--- config.mk ---
export PLATFORM = sky130hd
export DESIGN_NAME = toy_st_drain
export DESIGN_NICKNAME = d
export VERILOG_FILES = /design/src/rtl/toy_st_drain.sv
export SDC_FILE = /design/constraint.sdc
export NUM_CORES = 1
export LEC_CHECK = 0
export ABC_AREA = 1
export CORE_MARGIN = 2
export CORE_UTILIZATION = 45
export CTS_CLUSTER_DIAMETER = 200
export DETAILED_ROUTE_END_ITERATION = 8
export GPL_TIMING_DRIVEN = 0
export PLACE_DENSITY_LB_ADDON = 0.3
export SLEW_MARGIN = 20
export SYNTH_ARGS = -nofsm -noshare
export SYNTH_HDL_FRONTEND = slang
export SYNTH_SLANG_ARGS = --single-unit
--- constraint.sdc ---
create_clock -name clk -period 4 [get_ports clk]
set_clock_uncertainty 0.05 [all_clocks]
set_input_delay 0.8 -clock clk [delete_from_list [all_inputs] [get_ports clk]]
set_output_delay 0.8 -clock clk [all_outputs]
set_load 0.1 [all_outputs]
--- src/rtl/toy_st_drain.sv ---
// toy_st_drain: store drain buffer between the store queue and the data-memory bus.
// Committed stores enter over a valid/ready handshake and sit in a small FIFO.
// They leave in order to the bus, with a cap on writes that are issued but not yet
// acknowledged. A store fence blocks new stores until everything buffered and
// outstanding has been acknowledged, then pulses fence_done.
//
// Ports:
//   clk, rst_n                 clock, asynchronous active-low reset
//   in_vld/in_rdy, in_*        store write request from the store queue
//   bus_req_vld/rdy, bus_req_* head-of-buffer write request to the bus
//   bus_ack_vld                one write acknowledged (pulse)
//   fence_req / fence_done     fence request pulse / fence complete pulse
//   drain_empty                buffer empty and nothing outstanding
//   outst_cnt                  writes issued but not yet acknowledged
//   ack_err                    sticky: acknowledge arrived with nothing outstanding
//
// state | meaning
// ------+---------------------------------------------------------------
// IDLE  | normal operation, stores accepted
// FENCE | stores blocked, waiting for buffer empty and no writes outstanding
// DONE  | fence complete, fence_done high for this one cycle

module toy_st_drain #(
    parameter int DEPTH     = 4,
    parameter int ADDR_W    = 32,
    parameter int DATA_W    = 32,
    parameter int SB_W      = 23,
    parameter int MAX_OUTST = 4
) (
    input  logic                  clk,
    input  logic                  rst_n,
    input  logic                  in_vld,
    output logic                  in_rdy,
    input  logic [ADDR_W-1:0]     in_addr,
    input  logic [DATA_W-1:0]     in_data,
    input  logic [DATA_W/8-1:0]   in_strb,
    input  logic [SB_W-1:0]       in_sb,
    output logic                  bus_req_vld,
    input  logic                  bus_req_rdy,
    output logic [ADDR_W-1:0]     bus_req_addr,
    output logic [DATA_W-1:0]     bus_req_data,
    output logic [DATA_W/8-1:0]   bus_req_strb,
    output logic [SB_W-1:0]       bus_req_sb,
    input  logic                  bus_ack_vld,
    input  logic                  fence_req,
    output logic                  fence_done,
    output logic                  drain_empty,
    output logic [3:0]            outst_cnt,
    output logic                  ack_err
);

    localparam int PTR_W  = $clog2(DEPTH);
    localparam int CNT_W  = PTR_W + 1;
    localparam int STRB_W = DATA_W / 8;
    localparam logic [CNT_W-1:0] CNT_ONE  = CNT_W'(1);
    localparam logic [CNT_W-1:0] CNT_FULL = CNT_W'(DEPTH);

    typedef enum logic [1:0] {
        S_IDLE,
        S_FENCE,
        S_DONE
    } state_t;

    state_t state, state_nxt;

    logic [ADDR_W-1:0] mem_addr [DEPTH];
    logic [DATA_W-1:0] mem_data [DEPTH];
    logic [STRB_W-1:0] mem_strb [DEPTH];
    logic [SB_W-1:0]   mem_sb   [DEPTH];

    logic [PTR_W-1:0] wr_ptr, rd_ptr;
    logic [CNT_W-1:0] cnt, cnt_nxt;
    logic [3:0]       outst_nxt;
    logic             in_fire, bus_fire, ack_ok;

    // in_rdy and bus_req_vld depend only on registered state, so there is no
    // combinational path from bus_req_rdy back to in_rdy.
    assign in_rdy      = (cnt != CNT_FULL) && (state == S_IDLE);
    assign bus_req_vld = (cnt != '0) && (outst_cnt < 4'(MAX_OUTST));
    assign in_fire     = in_vld && in_rdy;
    assign bus_fire    = bus_req_vld && bus_req_rdy;
    assign ack_ok      = bus_ack_vld && (outst_cnt != 4'd0);
    assign drain_empty = (cnt == '0) && (outst_cnt == 4'd0);
    assign fence_done  = (state == S_DONE);

    assign bus_req_addr = mem_addr[rd_ptr];
    assign bus_req_data = mem_data[rd_ptr];
    assign bus_req_strb = mem_strb[rd_ptr];
    assign bus_req_sb   = mem_sb[rd_ptr];

    // Storage is cleared on reset so the payload outputs read 0 out of reset.
    always_ff @(posedge clk or negedge rst_n) begin
        if (!rst_n) begin
            for (int i = 0; i < DEPTH; i++) begin
                mem_addr[i] <= '0;
                mem_data[i] <= '0;
                mem_strb[i] <= '0;
                mem_sb[i]   <= '0;
            end
        end else if (in_fire) begin
            mem_addr[wr_ptr] <= in_addr;
            mem_data[wr_ptr] <= in_data;
            mem_strb[wr_ptr] <= in_strb;
            mem_sb[wr_ptr]   <= in_sb;
        end
    end

    always_comb begin
        cnt_nxt = cnt;
        if (in_fire && !bus_fire)
            cnt_nxt = cnt + CNT_ONE;
        else if (!in_fire && bus_fire)
            cnt_nxt = cnt - CNT_ONE;
    end

    // A spurious acknowledge (nothing outstanding) never decrements; it only
    // flags ack_err, so a same-cycle issue still counts up.
    always_comb begin
        outst_nxt = outst_cnt;
        if (bus_fire && !ack_ok)
            outst_nxt = outst_cnt + 4'd1;
        else if (!bus_fire && ack_ok)
            outst_nxt = outst_cnt - 4'd1;
    end

    always_ff @(posedge clk or negedge rst_n) begin
        if (!rst_n) begin
            wr_ptr    <= '0;
            rd_ptr    <= '0;
            cnt       <= '0;
            outst_cnt <= 4'd0;
            ack_err   <= 1'b0;
            state     <= S_IDLE;
        end else begin
            if (in_fire)
                wr_ptr <= wr_ptr + PTR_W'(1);
            if (bus_fire)
                rd_ptr <= rd_ptr + PTR_W'(1);
            cnt       <= cnt_nxt;
            outst_cnt <= outst_nxt;
            if (bus_ack_vld && (outst_cnt == 4'd0))
                ack_err <= 1'b1;
            state     <= state_nxt;
        end
    end

    always_comb begin
        state_nxt = state;
        case (state)
            S_IDLE:  if (fence_req) state_nxt = S_FENCE;
            S_FENCE: if (drain_empty) state_nxt = S_DONE;
            S_DONE:  state_nxt = S_IDLE;
            default: state_nxt = S_IDLE;
        endcase
    end

endmodule

## After elaboration in Yosys (flattened, before gate mapping)

Cells that the tools add are included.

| storage, ports and cells | value |
|---|---|
| flip-flop bits (word level) | 378 |
| input port bits | 97 |
| output and inout bits | 100 |
| logic and storage cells | 91 |

| cells by class | value |
|---|---|
| magnitude comparators | 4 |
| equality and inequality tests | 5 |
| add/sub/neg operators | 6 |
| reduce and logical (&&, ||, !) cells | 23 |
| bitwise gates (word level) | 2 |
| muxes and demuxes | 29 |

Operator list:

| cell | count |
|---|---|
| bitwise mux 128 bit | 2 |
| 2-to-1 mux 32 bit | 5 |
| binary-select mux 32 bit (select 2 bit) | 2 |
| bitwise mux 92 bit | 1 |
| 2-to-1 mux 23 bit | 3 |
| demux 32 bit (select 2 bit) | 1 |
| binary-select mux 23 bit (select 2 bit) | 1 |
| demux 23 bit (select 2 bit) | 1 |
| 2-to-1 mux 4 bit | 5 |
| bitwise mux 16 bit | 1 |
| logical AND 1 bit | 12 |
| binary-select mux 4 bit (select 2 bit) | 1 |
| demux 4 bit (select 2 bit) | 1 |
| greater-or-equal comparator 3 bit (second input constant) | 2 |
| 2-to-1 mux 3 bit | 2 |
| inverter 2 -> 3 bit | 2 |
| adder 2 x 1 -> 2 bit (second input constant) | 2 |
| adder 4 x 1 -> 4 bit (second input constant) | 1 |
| logical NOT 4 bit | 1 |
| < comparator 4 x 3 -> 1 bit (second input constant) | 1 |
| 2-to-1 mux 2 bit | 2 |
| != test 2 bit (second input constant) | 2 |
| case mux 2 bit (2 select lines) | 1 |
| nonzero test 2 bit | 2 |
| other kinds (13) | 15 |

## Depth between registers and ports, before layout

Gate-level depths: netlist of the first run.

| logic depth | value |
|---|---|
| depth after elaboration | 7 |
| mapped depth | 13 |
| gate-level depth less buffers | 13 |

## Worst setup path after synthesis of the first run

No wires, ideal clock.

| path | value |
|---|---|
| path type | register to output |
| start point | register rd_ptr[0] |
| end point | output bus_req_addr[0] |
| arrival | 2545 ps |
| path buffers | 3 |
| data required time | 3150 ps |
| slack | 605 ps |
| cell stages (with the launch flop) | 7 |
| path through | dfrtp_1 buf_4 inv_2 buf_2 clkbuf_1 o21ai_0 o22ai_1 |

| between the ends | value |
|---|---|
| cells in the longest elaborated chain, start to end | 4 |

RTL lines:

| what | RTL line | source |
|---|---|---|
| start, declared | 71 | `logic [PTR_W-1:0] wr_ptr, rd_ptr;` |
| start signal, assigned | 138 | `rd_ptr <= rd_ptr + PTR_W'(1);` |
| inverter 2 -> 3 bit (implied by the code) | 86 | `assign bus_req_addr = mem_addr[rd_ptr];` |
| binary-select mux 32 bit (select 2 bit) | 86 |  |
| 2-to-1 mux 32 bit (implied by the code) (2 in a row) | 86 |  |
| end, declared | 40 | `output logic [ADDR_W-1:0] bus_req_addr,` |

Every way passes these cells. The select of a mux whose other input is x is not followed.

## Worst setup path after layout of the first run

| path | value |
|---|---|
| start point | register rd_ptr[0] |
| end point | output bus_req_sb[8] |

| between the ends | value |
|---|---|
| cells in the longest elaborated chain, start to end | 4 |

RTL lines:

| what | RTL line | source |
|---|---|---|
| inverter 2 -> 3 bit (implied by the code) | 89 | `assign bus_req_sb = mem_sb[rd_ptr];` |
| binary-select mux 23 bit (select 2 bit) | 89 |  |
| 2-to-1 mux 23 bit (implied by the code) (2 in a row) | 89 |  |
| end, declared | 43 | `output logic [SB_W-1:0] bus_req_sb,` |

Every way passes these cells. The select of a mux whose other input is x is not followed.

==> results of run 1 <==
-- worst reg2reg max path: stages (launching register included) --
cell and delay [ps]:
dfrtp_1 430, nor2_2 230, nand2_1 150, nand3_1 250, inv_1 90, ha_1 210, inv_1 140, ha_1 300
or2_2 320, nand2_1 70, nand2_1 40, nand3_1 70, nand2_1 40
-- layout make-up --
| class | count | area (µm²) | area share (%) |
|---|---|---|---|
| inverters | 16 | 60.1 | 0.271 |
| multi-input cells | 1622 | 7640 | 34.5 |
| clock inverters | 10 | 104 | 0.469 |
| well taps | 525 | 657 | 2.97 |
| plain buffers | 220 | 1000 | 4.54 |
| flip-flops and latches | 378 | 9460 | 42.8 |
| diodes | 1 | 2.50 | 0.0113 |
| clock buffers | 63 | 1240 | 5.61 |
| repair buffers | 200 | 1960 | 8.86 |
-- per-stage QoR --
| step | std cells | instance area (µm²) | utilization, % |
|---|---|---|---|
| floorplan | 2236 | 18200 | - |
| global placement | 2957 | 20800 | 52.2 |
| detailed placement | 2961 | 20900 | 52.5 |
| CTS | 3034 | 22300 | 55.9 |
| global route | 3034 | 22100 | 55.6 |
| finish | 3035 | 22100 | 55.6 |
-- metal layers --
metal	share of wire, %	global-route usage [%]	wire length [µm]	vias to the layer above
met3	11	7.29	7200	184
met4	4.1	13.2	2650	0
met2	45	48.1	29400	1155
li1	-	-	-	8173
met1	39	41.0	25600	8787
met5	0	0	0	-
-- registers in the layout (all words and copies together) (netlist names) --
name       flops
ack_err        1
cnt            3
mem_addr     128
mem_data     128
mem_sb        92
mem_strb      16
outst_cnt      4
rd_ptr         2
state          2
wr_ptr         2
-- cell families (layout without fill, tap and decap cells) --
group	count (synthesis)	after routing	share of synthesized area [%]
simple gates	1327	1327	32.6
flops	378	378	52.1
compound gates	279	279	8.40
buf+inv	236	509	5.86
fa+ha+maj	10	10	0.772
xor+xnor	6	6	0.289
other cells	0	1	0
-- worst max-delay path by stage --
stage,startpoint,end,slack (ps),cells past startpoint
6_report,rd_ptr[0]$_DFFE_PN0P_,bus_req_sb[8],6,7
2_1_floorplan,rd_ptr[0]$_DFFE_PN0P_,bus_req_addr[0],600,6
5_1_grt,rd_ptr[0]$_DFFE_PN0P_,bus_req_addr[12],2,7
3_3_place_gp,rst_n,mem_addr[46]$_DFFE_PN0P_,-14540,1
4_1_cts,rd_ptr[0]$_DFFE_PN0P_,bus_req_addr[21],1,7
3_5_place_dp,rd_ptr[0]$_DFFE_PN0P_,bus_req_data[31],40,7
-- layout by cell type (no fill, tap or decap), drive strengths merged --
cell type      instances
nor3                   1
and2                   1
nand4                368
clkdlybuf4s15         47
or2                    1
dlygate4sd2            9
diode                  1
clkinv                 8
o22ai                 91
xnor2                  4
fa                     2
inv                   16
buf                  148
ha                     8
clkdlybuf4s50        103
bufinv                 2
o21ai                185
dfrtp                378
clkbuf               172
a31o                   1
nor2                 189
xor2                   2
nand3                  6
clkdlybuf4s18          4
nand2                761
a21oi                  2
-- what timing repair did --
| action | CTS | global route |
|---|---|---|
| cloned | 0 | 0 |
| resized for setup | 204 | 65 |
| hold buffers | 0 | 0 |
| hold endpoints to repair | 0 | 0 |
| buffers inserted | 0 | 0 |
| setup endpoints to repair | 92 | 39 |
==> metrics, run 1 <==
worst r2r dst outst_cnt[3]$_DFFE_PN0P_; share of the synthesized area in the top cell type 52.1%; TritonCTS clock tree yes; most frequent cell after synthesis nand2_1; crit path launch type register; R2R Path Start cnt[0]$_DFFE_PN0P_; cells along the critical path buf_4 > inv_2 > buf_2 > buf_2 > nor2_1 > o22ai_1 > dlygate4sd2_1; Yosys reg bits 378; syn_nets 2,343; CP delay by family, top buffers and inverters; First-pass DRT Iterations 6; clock latency at the later pin of the worst-skew pair 540 ps; Final nets 2,587; area grow syn2layout 21.8%; Die Wd 205 µm; Final WS setup 5.87 ps; final setup TNS 0 ps; hpwl dp 44,100 µm; gpl congestion 0.915; final setup vio count 0; # IOs 197; height of the chip ~200 µm; via/cell ratio 6.03; antenna-violating nets left 0; # rows 73; H-tree levels 2; Buf+Inv Stages, Crit Path 5; Worst Tran Pin Value just over 1000 ps; ys flop type dfrtp_1; outcome completed; Tot GR Track Use between 30% and 40%; RSZ-0062 raised after global routing false; Hold Fails Final Rpt 0; clk slew on worst S/H paths 60 ps; Critical Path AT 3140 ps; Vias 18,299; Yosys warning count 0; CP peak stage delay 890 ps; max cap viols 0; Fillers 3,699; Required @ worst endpoint 3150 ps; Hold WC Path Type in -> async; Crit Path Max Fanout 10; # clock sinks between 300 and 400; share of cells above drive strength 1 11.4%; max-slew violations 0; Slew HR 31.4%; min Tclk post-route 3990 ps; synth unique cells 25; Max Clk Rate 250 MHz; GRT overflow 0; R2R Setup Slk 1510 ps; slowest CP cell dlygate4sd2_1; largest net degree at the start of global routing 100; WL/cell 21.4 µm; number of synthesized flops with an enable pin 0; vias in the first global route 18,037; Detailed Route WL 64,800 µm; Synth area leaders dfrtp_1 52%, nand2_1 16%, nand4_1 13%, o21ai_0 5.1%, nor2_1 3.9%; Port Buffers 196; Die Area approximately 0.042 mm²; initial core utilization between 40% and 50%; Final period util 99.9%; Commonest cells post-synth 761 x nand2_1, 378 x dfrtp_1, 368 x nand4_1; initial antenna violation count 1; Mapped Area approximately 0.018 mm²; first-pass GRT wire length 100,000 µm; clk root buf clkbuf_16; Cells after Synth 2,236; First DRT Iteration DRCs 2,142; cts bufs inserted 42; post-synthesis sequential area ratio 52.1%; core area 0.0398 mm²; Setup CP Type reg -> out; area leader, netlist dfrtp_1; Max Buffers Root-to-Sink 3; critical path endpoint category primary output; Async S/R FF share, synth 100%; final worst hold slack 103 ps; crit-path most repeated cell buf_2; Placement Setup Slack 43.5 ps; drc violations 0; Avg Inst Size Synth 8.12 µm²; worst-case reg-to-reg path depth 12
Power of run 1 is not shown: default switching activity piles up to over one toggle a cycle in this logic, so the estimate is an artifact.
==> run 2: changes to the inputs <==
CAP_MARGIN = 30   (was not set)
REMOVE_ABC_BUFFERS = 1   (was not set)
==> metrics, run 2 (synthesized netlist as in run 1, its figures left out) <==
hold_buf cts 0 (unchanged); core area 0.0398 mm² (unchanged); Crit Path Max Fanout 53 (was 10); H-tree levels 2 (unchanged); Final nets 2,444 (was 2,587); First DRT Iteration DRCs 1,598 (was 2,142); Vias 17,169 (was 18,299); final worst hold slack 147 ps (was 103 ps); CP endpoint bus_req_sb[9] (was bus_req_sb[8]); # clock sinks 378 (unchanged); R2R Path Start wr_ptr[1]$_DFFE_PN0P_ (was cnt[0]$_DFFE_PN0P_); WP depth 7 (unchanged); cts bufs inserted 43 (was 42); Worst Tran Pin Value 1020 ps (was 1030 ps); outcome completed (unchanged); initial core utilization 45.6% (unchanged); worst r2r dst mem_data[78]$_DFFE_PN0P_ (was outst_cnt[3]$_DFFE_PN0P_); # rows 73 (unchanged); via/cell ratio 5.93 (was 6.03); crit-path most repeated cell buf_16 (was buf_2); most frequent cells in the layout 761 x nand2_1, 376 x dfrtp_1, 368 x nand4_1 (was 761 x nand2_1, 378 x dfrtp_1, 368 x nand4_1); Critical Path AT 3030 ps (was 3140 ps); clock latency at the later pin of the worst-skew pair 560 ps (was 540 ps); Buf+Inv Stages, Crit Path 5 (unchanged); drc violations 0 (unchanged); share of cells above drive strength 1 9.54% (was 11.4%); hpwl dp 32,200 µm (was 44,100 µm); Hold Fails Final Rpt 0 (unchanged); worst-case reg-to-reg path depth 11 (was 12); critical path endpoint category primary output (unchanged); Max Buffers Root-to-Sink 3 (unchanged); max cap viols 0 (unchanged); Slew HR 32.4% (was 31.4%); Die Area 0.0420 mm² (unchanged); area grow syn2layout 26.9% (was 21.8%); CP peak stage delay 640 ps (was 890 ps); Max Clk Rate 258 MHz (was 250 MHz); initial antenna violation count 4 (was 1); clk root buf clkbuf_16 (unchanged); max-slew violations 0 (unchanged); clk slew on worst S/H paths 60 ps (about the same); CP delay by family, top buffers and inverters (unchanged); cells along the critical path buf_16 > clkinv_8 > buf_16 > o21ai_0 > o22ai_1 > clkdlybuf4s50_1 > buf_16 (was buf_4 > inv_2 > buf_2 > buf_2 > nor2_1 > o22ai_1 > dlygate4sd2_1); worst setup path start rd_ptr[1]$_DFFE_PN0P_ (was rd_ptr[0]$_DFFE_PN0P_); first-pass GRT wire length 93,000 µm (was 100,000 µm); antenna-violating nets left 0 (unchanged); # IOs 197 (unchanged); gpl congestion 0.780 (was 0.915); height of the chip 205 µm (unchanged); Final period util 96.9% (was 99.9%); Tot GR Track Use 27.9% (was 30.8%); Setup CP Type reg -> out (unchanged); Regs by FF count mem_addr: 128 flops, mem_data: 128 flops, mem_sb: 92 flops (unchanged); final setup vio count 0 (unchanged); RSZ-0062 raised after global routing false (unchanged); Hold WC Path Type in -> async (unchanged); R2R Setup Slk 560 ps (was 1510 ps); GRT overflow 0 (unchanged); WL/cell 20.1 µm (was 21.4 µm); min Tclk post-route 3880 ps (was 3990 ps); crit path launch type register (unchanged); Die Wd 205 µm (unchanged); Detailed Route WL 58,100 µm (was 64,800 µm); vias in the first global route 16,919 (was 18,037); most common cell after layout, fill and taps aside nand2_1 (unchanged); Fillers 3,554 (was 3,699); slowest CP cell dfrtp_4 (was dlygate4sd2_1); Port Buffers 196 (unchanged); First-pass DRT Iterations 5 (was 6); largest net degree at the start of global routing 131 (was 100); TritonCTS clock tree yes (unchanged); Required @ worst endpoint 3150 ps (about the same)
## run 2: cell count changes in the layout (fill, tap and decap cells not counted), sizes merged, moves of 2 or more
cell	previous run	this run
clkdlybuf4s50	103	113
buf	148	88
clkdlybuf4s15	47	52
bufinv	2	4
dlygate4sd2	9	17
clkinv	8	10
clkbuf	172	64
bufbuf	0	2
## run 2: how the worst min path moves through the flow
stage / from / endpoint / slack (ps)
global placement: mem_addr[37]$_DFFE_PN0P_ / mem_addr[37]$_DFFE_PN0P_ / 410
floorplan: mem_addr[32]$_DFFE_PN0P_ / mem_addr[32]$_DFFE_PN0P_ / 390
CTS: rst_n / mem_sb[85]$_DFFE_PN0P_ / 150
global route: rst_n / mem_sb[85]$_DFFE_PN0P_ / 180
finish: rst_n / mem_sb[85]$_DFFE_PN0P_ / 150
detailed placement: mem_sb[59]$_DFFE_PN0P_ / mem_sb[59]$_DFFE_PN0P_ / 410
## run 2: worst register-to-register path, stage by stage, from the launching register on
cell and delay, ps:
dfrtp_1 460, inv_1 170, ha_4 640, buf_16 370
nand4_1 520, buf_8 350, buf_6 170, buf_6 170
buf_6 160, buf_6 150, nand2_1 60, nand2_1 50
## run 2: area by class of cell
cell class | count | area (µm²) | area share [%]
clock inverters | 13 | 169 | 0.733
diodes | 2 | 5.00 | 0.0217
multi-input cells | 1622 | 7690 | 33.3
flip-flops and latches | 378 | 9470 | 41.1
inverters | 16 | 98.8 | 0.429
clock buffers | 64 | 1320 | 5.72
repair buffers | 276 | 3650 | 15.8
well taps | 525 | 657 | 2.85
## run 2: layer usage
layer	up-vias	share of wire (%)	GRT usage, %
met2	764	47	44.1
met3	103	8.2	4.66
li1	7910	-	-
met4	4	2.3	10.1
met1	8388	42	38.8
met5	-	0.048	0
## run 2: what timing repair did
item                       4_1_cts  5_1_grt
hold endpoints to repair         0        0
gates cloned                     2        0
buffers inserted                 1        1
setup endpoints to repair       89       13
gates resized for setup        232        1
## run 2: per-stage QoR
step	setup TNS, ps	instance area [µm²]	setup WS, ps	utilization (%)	instances
finish	0	23100	123	57.9	2896
global route	0	23100	3.00	57.9	2896
CTS	0	23000	14.2	57.8	2893
detailed placement	-1770	21400	-141	53.8	2813
global placement	-	19800	-18410	49.7	2737
floorplan	-848590	17200	-2740	-	2016
Power of run 2 is left out for the same reason.
